### src/rtl/tag_remap_scoreboard_pkg.sv
// Shared defaults for the tag remap scoreboard and its slot search helper.
package tag_remap_scoreboard_pkg;

    localparam int DEF_TAG_W = 8;
    localparam int DEF_DEPTH = 16;

endpackage

### src/rtl/tag_remap_scoreboard_tag_free_finder.sv
// Round-robin free-slot search: rotate the free vector by ptr, priority-encode, undo the rotation.
module tag_free_finder
    import tag_remap_scoreboard_pkg::*;
#(
    parameter  int DEPTH   = DEF_DEPTH,
    localparam int LOCAL_W = $clog2(DEPTH)
) (
    input  logic [DEPTH-1:0]   busy_i,
    input  logic [LOCAL_W-1:0] ptr_i,
    output logic               found_o,
    output logic [LOCAL_W-1:0] index_o
);

    logic [DEPTH-1:0]   rot_free;
    logic [LOCAL_W-1:0] src_idx [DEPTH];
    logic [LOCAL_W-1:0] offset;
    logic               hit;

    // DEPTH is a power of two, so the LOCAL_W-bit sum wraps modulo DEPTH for free.
    generate
        for (genvar gi = 0; gi < DEPTH; gi++) begin : g_rot
            assign src_idx[gi]  = LOCAL_W'(gi) + ptr_i;
            assign rot_free[gi] = ~busy_i[src_idx[gi]];
        end
    endgenerate

    always_comb begin
        offset = '0;
        hit    = 1'b0;
        for (int j = DEPTH - 1; j >= 0; j--) begin
            if (rot_free[j]) begin
                offset = LOCAL_W'(j);
                hit    = 1'b1;
            end
        end
    end

    assign found_o = hit;
    assign index_o = hit ? (offset + ptr_i) : '0;

endmodule

### src/rtl/tag_remap_scoreboard.sv
// Slot allocator with tag remap table: wide external tags in, compact local IDs out, tags back on release.
module tag_remap_scoreboard
    import tag_remap_scoreboard_pkg::*;
#(
    parameter  int TAG_W   = DEF_TAG_W,
    parameter  int DEPTH   = DEF_DEPTH,
    localparam int LOCAL_W = $clog2(DEPTH)
) (
    input  logic               i_clk,
    input  logic               i_rst,
    input  logic               i_alloc_valid,
    input  logic [TAG_W-1:0]   i_alloc_tag,
    output logic               o_alloc_ready,
    output logic [LOCAL_W-1:0] o_alloc_local,
    output logic               o_alloc_dup,
    input  logic               i_free_valid,
    input  logic [LOCAL_W-1:0] i_free_local,
    output logic [TAG_W-1:0]   o_free_tag,
    output logic               o_free_err,
    output logic [LOCAL_W:0]   o_count,
    output logic               o_full,
    output logic               o_empty
);

    logic [DEPTH-1:0]   busy_q, busy_d;
    logic [LOCAL_W-1:0] ptr_q, ptr_d;
    logic [LOCAL_W:0]   count_q, count_d;
    logic [TAG_W-1:0]   tag_tbl_q [DEPTH];

    logic               found;
    logic [LOCAL_W-1:0] grant_idx;
    logic               accept;
    logic               legal_free;
    logic [DEPTH-1:0]   dup_hit;

    tag_free_finder #(.DEPTH(DEPTH)) u_finder (
        .busy_i  (busy_q),
        .ptr_i   (ptr_q),
        .found_o (found),
        .index_o (grant_idx)
    );

    assign accept     = i_alloc_valid & found;
    assign legal_free = i_free_valid & busy_q[i_free_local];

    // A granted slot is idle and a legally freed slot is busy, so set and clear never collide.
    generate
        for (genvar gi = 0; gi < DEPTH; gi++) begin : g_slot
            assign dup_hit[gi] = busy_q[gi] & (tag_tbl_q[gi] == i_alloc_tag);
            assign busy_d[gi]  = (accept && (grant_idx == LOCAL_W'(gi)))
                               | (busy_q[gi] & ~(legal_free && (i_free_local == LOCAL_W'(gi))));
        end
    endgenerate

    assign ptr_d   = accept ? (grant_idx + LOCAL_W'(1)) : ptr_q;
    assign count_d = count_q + {{LOCAL_W{1'b0}}, accept} - {{LOCAL_W{1'b0}}, legal_free};

    always_ff @(posedge i_clk or posedge i_rst) begin
        if (i_rst) begin
            busy_q  <= '0;
            ptr_q   <= '0;
            count_q <= '0;
        end else begin
            busy_q  <= busy_d;
            ptr_q   <= ptr_d;
            count_q <= count_d;
        end
    end

    // Table contents are left stale across reset and release; busy qualifies every read.
    always_ff @(posedge i_clk) begin
        if (accept) begin
            tag_tbl_q[grant_idx] <= i_alloc_tag;
        end
    end

    assign o_alloc_ready = found;
    assign o_alloc_local = grant_idx;
    assign o_alloc_dup   = i_alloc_valid & (|dup_hit);
    assign o_free_tag    = tag_tbl_q[i_free_local];
    assign o_free_err    = i_free_valid & ~busy_q[i_free_local];
    assign o_count       = count_q;
    assign o_full        = (count_q == (LOCAL_W + 1)'(DEPTH));
    assign o_empty       = (count_q == '0);

endmodule

### config.mk
export PLATFORM = sky130hd
export DESIGN_NAME = tag_remap_scoreboard
export DESIGN_NICKNAME = d
export VERILOG_FILES = /design/src/rtl/tag_remap_scoreboard_pkg.sv /design/src/rtl/tag_remap_scoreboard_tag_free_finder.sv /design/src/rtl/tag_remap_scoreboard.sv
export SDC_FILE = /design/constraint.sdc
export NUM_CORES = 1
export LEC_CHECK = 0
export ABC_CLOCK_PERIOD_IN_PS = 13600
export CORE_ASPECT_RATIO = 1.75
export CORE_MARGIN = 3
export CORE_UTILIZATION = 30
export DETAILED_ROUTE_END_ITERATION = 16
export PLACE_DENSITY_LB_ADDON = 0.15
export SLEW_MARGIN = 20
export SYNTH_ARGS = -nofsm -noshare
export SYNTH_HDL_FRONTEND = slang
export SYNTH_SLANG_ARGS = --single-unit
### constraint.sdc
create_clock -name i_clk -period 13.6 [get_ports i_clk]
set_clock_uncertainty 0.15 [all_clocks]
set_input_delay 4.08 -clock i_clk [delete_from_list [all_inputs] [get_ports i_clk]]
set_output_delay 4.08 -clock i_clk [all_outputs]
set_load 0.03 [all_outputs]
* Word level (Yosys, flattened, before mapping)
Memory sizes are Yosys's and may differ from the RTL's.
Index checks and enable logic that the tools add are counted.
** Storage, ports and cells
- Bits in registers :: 25
- Bits in latches :: 0
- Memory bits (writable) :: 128
- Memory bits (read-only) :: 0
- Bits of input ports :: 16
- Output and inout port bits :: 22
- Logic and storage cells :: 261
- Memories :: 1
** Operators by class
- Add/subtract/negate cells :: 19
- $mul :: 0
- Div/mod/pow operators :: 0
- $lt $le $gt $ge :: 17
- Equality and inequality tests :: 47
- Shift-type cells :: 0
- Mux-type cells :: 69
- Bitwise gates (word level) :: 69
- Reduce and logical (&&, ||, !) cells :: 36
** Memories
- tag_tbl_q :: words 16, width 8, rd ports 17, clocked after memory_dff 0, wr ports 1, line tag_remap_scoreboard.sv:28 : logic [TAG_W-1:0] tag_tbl_q [DEPTH];
** Operators with widths (count)
- 8-bit equality test :: 16
- 4-bit by 5-bit less-than comparator with 1-bit output, second input constant :: 17
- 1-bit binary-select mux with 4-bit select :: 17
- 4-bit 2-to-1 mux :: 17
- 4-bit equality test, second input constant :: 16
- 1-bit bitwise AND :: 36
- 1-bit 2-to-1 mux :: 35
- 4-bit adder, first input constant :: 8
- 4-bit by 3-bit equality test with 1-bit output, second input constant :: 8
- 1-bit logical AND :: 32
- 1-bit inverter :: 17
- 3-bit by 4-bit adder with 4-bit output, first input constant :: 4
- 4-bit by 2-bit equality test with 1-bit output, second input constant :: 4
- 1-bit OR :: 16
- 16-bit OR reduction :: 1
- 2-bit by 4-bit adder with 4-bit output, first input constant :: 2
- 4-bit by 1-bit equality test with 1-bit output, second input constant :: 2
- 4-bit logical NOT :: 2
- 5-bit by 1-bit adder with 5-bit output :: 1
- 5-bit equality test, second input constant :: 1
- 5-bit logical NOT :: 1
- 5-bit by 1-bit subtractor with 5-bit output :: 1
- 1-bit by 4-bit adder with 4-bit output, first input constant :: 1
- 4-bit by 1-bit adder with 4-bit output, second input constant :: 1
- 4-bit adder :: 1

* Longest topological paths before layout
- Depth in word-level cells :: 24
- Gate-level depth with buffers :: 21
- Gate-level depth less buffers :: 17

* Modules after synthesis
From an unflattened synthesis, not the netlist that was laid out.
** Second synthesis, totals
- Cell total of the unflattened synthesis :: 633
- Area, all modules :: 9232.6 µm²
** Modules (own cells, without submodules)
- tag_remap_scoreboard :: times used 1, cells each 513, area an instance 7812.5 µm², sequential area each 4469.3 µm²
- tag_free_finder :: times used 1, cells each 120, area an instance 1420.1 µm², sequential area each 0.0 µm²

* Worst setup path before layout
OpenSTA, ideal clock, no wires.
- Kind :: in2out
- Start point :: input port i_free_local[0]
- End point :: output port o_free_tag[0]
- Data arrival time :: 6.205 ns
- Required time :: 9.370 ns
- Path slack :: 3.165 ns
- Stages :: 4
- Buffers on the path :: 2
- Path through :: buf_1 > clkbuf_1 > mux4_2 > mux4_2
** Between the ends
- Longest elaborated chain between the ends :: 1
** Ends and longest elaborated chain
- start, declared :: line tag_remap_scoreboard.sv:17 : input logic [LOCAL_W-1:0] i_free_local,
- memory read 16 x 8 bit
- end, declared :: line tag_remap_scoreboard.sv:18 : output logic [TAG_W-1:0] o_free_tag,
Every way passes these cells.

* Worst setup path in the final report
- Start point :: input port i_alloc_tag[2]
- End point :: output port o_alloc_dup
** Between the ends
- Longest elaborated chain between the ends :: 4
- Elaborated cells on any way between the ends :: 34
- Those cells by class :: eq/ne (16); bitwise (17); reduce/logical (1)
** Ends and longest elaborated chain
- start, declared :: line tag_remap_scoreboard.sv:12 : input logic [TAG_W-1:0] i_alloc_tag,
- 8-bit equality test :: line tag_remap_scoreboard.sv:49 : assign dup_hit[gi] = busy_q[gi] & (tag_tbl_q[gi] == i_alloc_tag);
- 1-bit bitwise AND :: line tag_remap_scoreboard.sv:49
- 16-bit OR reduction (*) :: line tag_remap_scoreboard.sv:79 : assign o_alloc_dup = i_alloc_valid & (|dup_hit);
- 1-bit bitwise AND (*) :: line tag_remap_scoreboard.sv:79
- end, declared :: line tag_remap_scoreboard.sv:15 : output logic o_alloc_dup,
Mark *: on every way between the ends. The rest lies on a longest branch, timed or not.

==> results.sh <==
export IMPL_synth_async_sr_flop_share_pct=16.3
export IMPL_fp_dieH_um=244
export IMPL_critPathMaxFanout=20
export IMPL_cap_violations=0
export IMPL_start_util_pct=30.7
export IMPL_max_freq_ghz=0.0876
export IMPL_use_met2_pct=31.7
export IMPL_cts_sinks=153
export IMPL_syn_inst=709
export IMPL_path_clk_slew_ns=0.07
export IMPL_pre_cts_ws_ns=2.16
export IMPL_post_route_period_util_pct=84.0
export IMPL_synth_edff_count=128
export IMPL_final_util_pct=35.3
export IMPL_htree_levels=4
export IMPL_clk_latency_ns=0.44
export IMPL_vias_per_cell=5.71
export IMPL_path_class="in -> out"
export IMPL_drtPass1Iterations=5
export IMPL_die_w_um=142
export IMPL_postSynthNetCount=747
export IMPL_cp_required_ns=9.37
export IMPL_status="finished clean"
export IMPL_busiest_layer="met2"
export IMPL_final_common_cell="edfxtp_1"
export IMPL_num_antenna_cells=0
export IMPL_grt_pass1_vias=6951
export IMPL_gp_congestion=0.896
export IMPL_drtIter0Drc=618
export IMPL_netlist_area_mm2=0.00974
export IMPL_gr_usage_met3_pct=3.29
export IMPL_synth_warning_count=0
export IMPL_setup_slack_ns=2.18
export IMPL_fin_crit_ns=11.42
export IMPL_io_buffers=37
export IMPL_cts_buffers=17
export IMPL_max_stage_delay_ns=0.89
export IMPL_wl_per_cell_um=26.4
export IMPL_postCtsSetupBuffers=0
export IMPL_rsz0062_at_grt="no"
export IMPL_crit_chain="clkdlybuf4s50_1 > buf_4 > xor2_1 > nor4_1 > nand4_1 > nand4_1 > o41a_1 > clkdlybuf4s50_1"
export IMPL_routed_wl_um=30500
export IMPL_die_area_mm2=0.0348
export IMPL_vias=6608
export IMPL_area_growth_pct=15.2
export IMPL_ant_nets=0
export IMPL_endpoint_kind="output pin"
export IMPL_globalRouteTotalUtil_pct=17.9
export IMPL_cts_tree="done"
export IMPL_tns_ns=0
export IMPL_cts_resized=0
export IMPL_nets=787
export IMPL_min_path_type="reg -> reg"
export IMPL_avgSynthCellArea_um2=13.7
export IMPL_slew_violations=0
export IMPL_io_pins=38
export IMPL_dp_cells=1126
export IMPL_overflow=0
export IMPL_ys_types=55
export IMPL_ys_seq_area_share_pct=45.9
export IMPL_grt_pass1_wl_um=45700
export IMPL_hold_viol=0
export IMPL_grt_max_degree=33
export IMPL_crit_slowest_cell="clkdlybuf4s50_1"
export IMPL_relSlewSlack_pct=32.9
export IMPL_tightest_slew_ns=1.01
export IMPL_cts_root_buf="clkbuf_16"
export IMPL_hpwl_um=22600
export IMPL_grt_met1_usage_pct=20.4
export IMPL_drc_errors=0
export IMPL_layout_common_cells="edfxtp_1, xor2_1, mux4_2"
export IMPL_setup_viol=0
export IMPL_antenna_found_initial=0
export IMPL_stdcell_count=1158
export IMPL_yosys_most_used_dff="edfxtp_1"
export IMPL_start_kind="input port"
export IMPL_cts_hold_buf=0
export IMPL_fp_coreArea_mm2=0.0317
export IMPL_row_count=86
export IMPL_arrival_ns=7.19
export IMPL_synth_seq_cells=153
export IMPL_drive_above_1_share_pct=20.2
export IMPL_cts_max_path_buffers=2
==> worst paths after layout <==
check,endpoint,slack [ns],cells after the start,startpoint
min reg2reg,o_count[0],0.45,1,o_count[0]
min in group asynchronous,o_count[1],3.87,2,i_rst
min,o_count[0],0.45,1,o_count[0]
max,o_alloc_dup,2.18,8,i_alloc_tag[2]
max reg2reg,tag_tbl_q[1][6],6.47,15,ptr_q[0]
max in group asynchronous,busy_q[7],9.03,2,i_rst
==> critical path, delay by kind of cell <==
kind | cells | cell delay, ns
buffers and inverters | 3 | 2.00
AO/OA/AOI/OAI | 1 | 0.20
XOR/XNOR | 1 | 0.11
AND/OR/NAND/NOR | 3 | 0.79
==> cells in the mapped netlist, types with 4 or more instances <==
cell / count / area (µm²)
edfxtp_1: 128 / 3840
xor2_1: 116 / 1020
mux4_2: 66 / 1490
clkbuf_1: 31 / 116
xnor2_1: 29 / 254
o21ai_0: 27 / 135
dfrtp_1: 25 / 626
nand4_1: 24 / 150
nor3_1: 24 / 120
ha_1: 20 / 250
inv_1: 20 / 75.1
mux2i_1: 20 / 200
o211ai_1: 20 / 150
a211oi_1: 19 / 143
nor4_1: 17 / 106
nand2_1: 13 / 48.8
o2111ai_1: 12 / 105
mux2_2: 11 / 124
or3_1: 9 / 56.3
mux4_1: 8 / 210
nor2_1: 7 / 26.3
buf_2: 6 / 30.0
a21oi_1: 5 / 25.0
buf_1: 4 / 15.0
or2_2: 4 / 25.0
==> through the flow <==
stage	hold WS (ns)	instance area [µm²]
after floorplan	0.432	9740
after global placement	0.407	10600
after detailed placement	0.422	10600
after CTS	0.447	11200
after global routing	0.470	11200
final	0.445	11200
==> metal layers <==
metal	vias to the layer above	share of wire, %
met5	-	0
met4	0	5.2
met3	66	3.8
met2	228	53
met1	3425	38
li1	2889	-
==> registers in the layout (all words and copies together), names as in the netlist <==
name and cells:
tag_tbl_q 128, o_count 5, ptr_q 4, busy_q 16
==> cell type report <==
| cell class | count | area [µm²] |
|---|---|---|
| fillers | 3040 | 20500 |
| multi-input cells | 490 | 5020 |
| flip-flops and latches | 153 | 4470 |
| repair buffers | 66 | 578 |
| well taps | 396 | 495 |
| clock buffers | 17 | 425 |
| clock inverters | 15 | 151 |
| inverters | 21 | 78.8 |
==> cells by family (layout without fill, tap and decap cells) <==
family	after synthesis	count (layout)	synth area share, %
compound gates	99	99	7.32
fa+ha+maj	22	22	2.98
simple gates	119	119	7.19
mux	105	105	20.7
buf+inv	66	119	2.85
xor+xnor	145	145	13.0
flops	153	153	45.9
Power is not shown: default switching activity piles up to over one toggle a cycle in this logic, so the estimate is an artifact.
